==> src/rtl/sg13g2_latch_regfile.sv <==
// sg13g2_latch_regfile: latch-array register file with flop-staged writes strobed into latches during CLK low
module sg13g2_dlhrq #(
    parameter int DRIVE_LEVEL = 1
) (
    input  logic D,
    input  logic RESET_B,
    input  logic GATE,
    output logic Q
);
    if (DRIVE_LEVEL < 1) begin : g_bad_drive
        $error("sg13g2_dlhrq: DRIVE_LEVEL must be >= 1");
    end
    // High-transparent latch; reset dominates the gate
    always_latch begin
        if (!RESET_B) Q <= 1'b0;
        else if (GATE) Q <= D;
    end
endmodule

module sg13g2_latch_regfile #(
    parameter int WIDTH = 8,
    parameter int DEPTH = 4,
    localparam int AW = $clog2(DEPTH),
    parameter int DRIVE_LEVEL = 1,
    parameter bit BYPASS = 1'b1
) (
    input  logic             CLK,
    input  logic             RESET_B,
    input  logic             wr_en,
    input  logic [AW-1:0]    wr_addr,
    input  logic [WIDTH-1:0] wr_data,
    input  logic             clr_all,
    input  logic [AW-1:0]    rd_addr,
    output logic [WIDTH-1:0] rd_data,
    output logic             rd_valid,
    output logic [DEPTH-1:0] valid,
    output logic             wr_err
);
    localparam logic [AW:0] DEPTH_W = DEPTH[AW:0];
    if (DEPTH < 2 || WIDTH < 1) begin : g_bad_cfg
        $error("sg13g2_latch_regfile: need DEPTH >= 2 and WIDTH >= 1");
    end
    logic                        wr_pend_q, wr_pend_d;
    logic                        wr_err_q, wr_err_d;
    logic [AW-1:0]               addr_q, addr_d;
    logic [WIDTH-1:0]            data_q, data_d;
    logic [DEPTH-1:0]            valid_q, valid_d;
    logic [DEPTH-1:0]            wr_dec, gate_sel, gate;
    logic [DEPTH-1:0][WIDTH-1:0] entry;
    logic                        wr_ok;
    assign wr_ok = wr_en && ({1'b0, wr_addr} < DEPTH_W);
    // Next state of the staging flops, error pulse and valid flags
    always_comb begin
        wr_pend_d = wr_ok;
        addr_d    = wr_addr;
        data_d    = wr_data;
        wr_err_d  = wr_en && !wr_ok;
        valid_d   = (clr_all ? '0 : valid_q) | wr_dec;
    end
    // Write staging and valid flags; everything clears asynchronously, dropping any pending write
    always_ff @(posedge CLK or negedge RESET_B) begin
        if (!RESET_B) begin
            wr_pend_q <= 1'b0;
            wr_err_q  <= 1'b0;
            addr_q    <= '0;
            data_q    <= '0;
            valid_q   <= '0;
        end else begin
            wr_pend_q <= wr_pend_d;
            wr_err_q  <= wr_err_d;
            addr_q    <= addr_d;
            data_q    <= data_d;
            valid_q   <= valid_d;
        end
    end
    // Strobe decode comes only from flops, so its settling while CLK is high is masked by the AND with ~CLK
    for (genvar g = 0; g < DEPTH; g++) begin : g_entry
        logic [WIDTH-1:0] row;
        assign wr_dec[g]   = wr_ok && (wr_addr == AW'(g));
        assign gate_sel[g] = wr_pend_q && (addr_q == AW'(g));
        assign gate[g]     = gate_sel[g] & ~CLK;
        assign entry[g]    = row;
        for (genvar b = 0; b < WIDTH; b++) begin : g_bit
            sg13g2_dlhrq #(
                .DRIVE_LEVEL(DRIVE_LEVEL)
            ) u_lat (
                .D      (data_q[b]),
                .RESET_B(RESET_B),
                .GATE   (gate[g]),
                .Q      (row[b])
            );
        end
    end
    // Read mux; out-of-range addresses read zero, a staged write to the same entry is forwarded when enabled
    always_comb begin
        rd_data  = '0;
        rd_valid = 1'b0;
        for (int i = 0; i < DEPTH; i++) begin
            if (rd_addr == AW'(i)) begin
                rd_data  = (BYPASS && wr_pend_q && addr_q == rd_addr) ? data_q : entry[i];
                rd_valid = valid_q[i];
            end
        end
    end
    assign valid  = valid_q;
    assign wr_err = wr_err_q;
endmodule

==> config.mk <==
export PLATFORM = sky130hd
export DESIGN_NAME = sg13g2_latch_regfile
export DESIGN_NICKNAME = d
export VERILOG_FILES = /design/src/rtl/sg13g2_latch_regfile.sv
export SDC_FILE = /design/constraint.sdc
export NUM_CORES = 1
export LEC_CHECK = 0
export ABC_AREA = 0
export CELL_PAD_IN_SITES_DETAIL_PLACEMENT = 0
export CELL_PAD_IN_SITES_GLOBAL_PLACEMENT = 1
export CORE_UTILIZATION = 39
export CTS_CLUSTER_DIAMETER = 200
export DETAILED_ROUTE_END_ITERATION = 8
export GPL_ROUTABILITY_DRIVEN = 0
export GPL_TIMING_DRIVEN = 0
export PLACE_DENSITY = 0.76
export SYNTH_ARGS = -nofsm -noshare
export SYNTH_HDL_FRONTEND = slang
export SYNTH_SLANG_ARGS = --single-unit
==> constraint.sdc <==
create_clock -name CLK -period 1.7 [get_ports CLK]
set_input_delay 0.255 -clock CLK [delete_from_list [all_inputs] [get_ports CLK]]
set_output_delay 0.255 -clock CLK [all_outputs]
set_load 0.1 [all_outputs]
==> flow_metrics.py, run 1 <==
metrics = {
    "finish": {
        "nNetsFinal": 192,
        "post-route-util_pct": 67.00,
        "diodes": 0,
        "fillers": 251,
        "synthToLayoutAreaGrowth_pct": 61.71,
        "drive_gt1_share_pct": 43.18,
    },
    "timing": {
        "rsz0062_at_grt": "true",
        "setup_viol": 15,
        "hold_viol_final": 0,
        "clock_skew_ns": 0.1230,
        "maxSlewHeadroom_pct": 48.00,
        "slew_violations": 0,
        "worst_pin_slew_ns": 0.7800,
        "worst_slack_ns": -1.936,
    },
    "setup_path": {
        "path_cells": "mux4_2, mux2_4, buf_12",
        "start_kind": "latch",
        "crit_type": "latch to primary output",
        "path_max_fanout": 1,
        "reg2reg_depth": 1,
        "r2r_slack_ns": 0.54,
        "worstSetupEndpointType": "primary output",
        "crit_end": "rd_data[5]",
        "regToRegStartpoint": "data_q[5]$_DFF_PN0_",
        "crit_path_top_delay_cell": "mux4_2",
        "critical_path_arrival_ns": 3.38,
        "required_ns": 1.44,
        "startpoint": "g_entry[0].g_bit[5].u_lat.Q$_DLATCH_P_",
        "cp_slowest_stage_delay_ns": 0.46,
        "reg2reg_to": "g_entry[3].g_bit[5].u_lat.Q$_DLATCH_P_",
    },
    "synth": {
        "synth_top_family_by_area": "multiplexers",
        "avgSynthCellArea_sq_um": 14.29,
        "synth_area_leader_cell": "dlxtp_1",
        "synthCells": 99,
        "yosys.area_share.simple_pct": 6.454,
        "synth-seq-cells": 47,
        "synthesis.nets": 115,
        "synth_compound_area_share_pct": 3.714,
        "yosys-top-cells-area": "dlxtp_1, dfrtp_1, mux4_2",
        "synthArstFlopShare_pct": 31.91,
        "synth_xor_xnor_area_share_pct": 1.768,
        "synth.cell_area_sq_um": 1415,
        "yosysWarnings": 0,
        "synthFlopType": "dlxtp_1",
        "synth_top_area_share_pct": 33.95,
        "synthAdderAreaFrac_pct": 0,
        "synth-edff-count": 0,
        "muxShareOfSynthArea_pct": 23.08,
        "synth_common_cells": "dlxtp_1, dfrtp_1, and2_1, mux2_4, mux4_2",
        "synth_most_common_cell": "dlxtp_1",
        "ys_types": 21,
    },
    "routing": {
        "ant_nets": 0,
        "drt-vias-per-instance": 5.045,
        "route.detailed.drc": 0,
        "route.vias.total": 1120,
        "drt_iter0_drc": 93,
        "wire_per_inst_microns": 16.18,
        "dr.pass1.iters": 4,
        "drt_wl_total_microns": 3591,
    },
    "die": {
        "die_height_microns": 62.24,
        "die-area_sq_um": 3873,
        "start_util_pct": 41.43,
        "die_w_microns": 62.24,
        "io_pins": 30,
        "fp-row-count": 21,
        "core_area_sq_um": 3416,
    },
    "hold_path": {
        "hp-class": "input port to flop",
    },
    "grt": {
        "antenna_found_initial": 0,
        "grt_max_degree": 16,
        "grt_pass1_vias": 1361,
        "grt_remaining_overflow": 0,
        "grt_usage_pct": 22.62,
        "grt_pass1_wl_microns": 6975,
    },
    "placement": {
        "place_hpwl_microns": 1713,
        "numPortBuffers": 26,
        "place_ws_ns": -2.123,
    },
    "power_and_ir_drop": {
        "p_switching_uw": 707.5,
        "p_comb_share_pct": 33.4,
        "power_frac_clock_pct": 39.9,
        "sw_frac_of_total_pct": 36.95,
        "p_seq_share_pct": 26.7,
        "internal_power_mw": 1.207,
        "p_per_area_nw_per_um2": 836.8,
        "p_leak_nw": 1.048,
        "vdd_drop_max_mv": 0.4433,
    },
    "clock_network": {
        "cts.clk_slew.worst_paths_ns": 0.12,
        "worstSkewPairLatency_ns": 0.98,
        "cts_tree": "yes",
    },
    "status": {
        "status": "finished, violations left",
        "violations": "negative setup slack",
    },
    "run": {
        "max_cap_viol_count": 0,
    },
}
==> how the worst min path moves through the flow <==
stage,from,endpoint,cells after the start
after floorplan,RESET_B,addr_q[0]$_DFF_PN0_,0
after global placement,valid[1]$_DFF_PN0_,valid[1]$_DFF_PN0_,2
after detailed placement,valid[1]$_DFF_PN0_,valid[1]$_DFF_PN0_,2
after CTS,wr_data[5],data_q[5]$_DFF_PN0_,2
after global routing,wr_data[5],data_q[5]$_DFF_PN0_,2
final,wr_data[5],data_q[5]$_DFF_PN0_,2
==> cell type report <==
cell class,count,area [sq um],area share (%)
repair buffers,46,584.3,25.53
flip-flops and latches,47,862.1,37.67
clock buffers,29,217.7,9.513
clock inverters,2,11.26,0.4921
inverters,7,26.28,1.148
well taps,46,57.56,2.515
multi-input cells,41,495.5,21.65
plain buffers,4,33.78,1.476
==> through the flow <==
stage / setup TNS, ns / instances / hold WS (ns) / power, mW / cell area [sq um]
3_5_place_dp: -29.16 / 171 / 0.5460 / 1.046 / 1734
5_1_grt: -18.87 / 222 / 0.2880 / 2.059 / 2288
4_1_cts: -16.72 / 216 / 0.3425 / 1.906 / 2221
3_3_place_gp: -28.62 / 171 / 0.5436 / 1.040 / 1734
6_report: -16.89 / 222 / 0.3632 / 1.915 / 2288
2_1_floorplan: -3.977 / 99 / -0.04059 / 0.9229 / 1416
==> logic make-up (layout without fill, tap and decap cells) <==
kind of cell | count (synthesis) | count (layout)
latches | 32 | 32
multiplexers | 17 | 17
flip-flops | 15 | 15
AND/OR/NAND/NOR | 13 | 13
buffers and inverters | 11 | 88
AO/OA/AOI/OAI | 8 | 8
XOR/XNOR | 2 | 2
other | 1 | 1
==> layer usage <==
metal	global-route usage [%]	share of wire (%)	wire, microns	up-vias
met2	32.69	50	1785	70
met3	12.13	9.1	327	16
met4	15.41	3.5	126	0
li1	-	-	-	496
met1	25.60	38	1351	538
met5	0	0	0	-
==> flip-flops by register name, indices dropped and copies added (netlist names) <==
name and count:
g_entry.g_bit.u_lat.Q 32, data_q 8, valid 4, addr_q 2, wr_pend_q 1
==> worst max-delay path: cells and delay by family (launching register included) <==
family | cells | cell delay [ns]
buffers and inverters | 1 | 0.17
multiplexers | 2 | 0.75
latches | 1 | 0.28
==> placed cells by master (no fill, tap or decap), types with 2 or more instances in the layout <==
master,netlist,final
clkdlybuf4s50_1,0,13
buf_6,2,7
dfrtp_1,15,10
buf_4,1,3
mux4_2,8,9
buf_12,0,12
clkbuf_4,0,29
dlxtp_1,32,32
mux2_4,8,8
o21ai_0,4,4
and2_1,8,8
dlygate4sd3_1,0,13
inv_1,7,7
nand3b_1,2,2
dfrtp_2,0,5
o41ai_1,2,2
==> power by group through the flow <==
stage,sequential [mW],clock [mW],combinational (mW)
floorplan,0.566,0.0280,0.329
global placement,0.514,0.0279,0.498
detailed placement,0.517,0.0279,0.501
CTS,0.514,0.784,0.608
global route,0.517,0.875,0.667
finish,0.511,0.765,0.639
==> what timing repair did <==
item,4_1_cts,5_1_grt
hold buffers,14,0
buffers inserted,0,7
setup endpoints to repair,15,20
resized for setup,115,6
endpoints found under the hold margin,28,0
Note: power is estimated with default switching activity, not from simulation.
==> run 2: changes to the inputs <==
--- a/config.mk
+++ b/config.mk
@@ -9,7 +9,6 @@
 export CELL_PAD_IN_SITES_DETAIL_PLACEMENT = 0
 export CELL_PAD_IN_SITES_GLOBAL_PLACEMENT = 1
 export CORE_UTILIZATION = 39
-export CTS_CLUSTER_DIAMETER = 200
 export DETAILED_ROUTE_END_ITERATION = 8
 export GPL_ROUTABILITY_DRIVEN = 0
 export GPL_TIMING_DRIVEN = 0
==> results of run 2 <==
No change in the layout: final DEF, timing and power equal those of run 1.
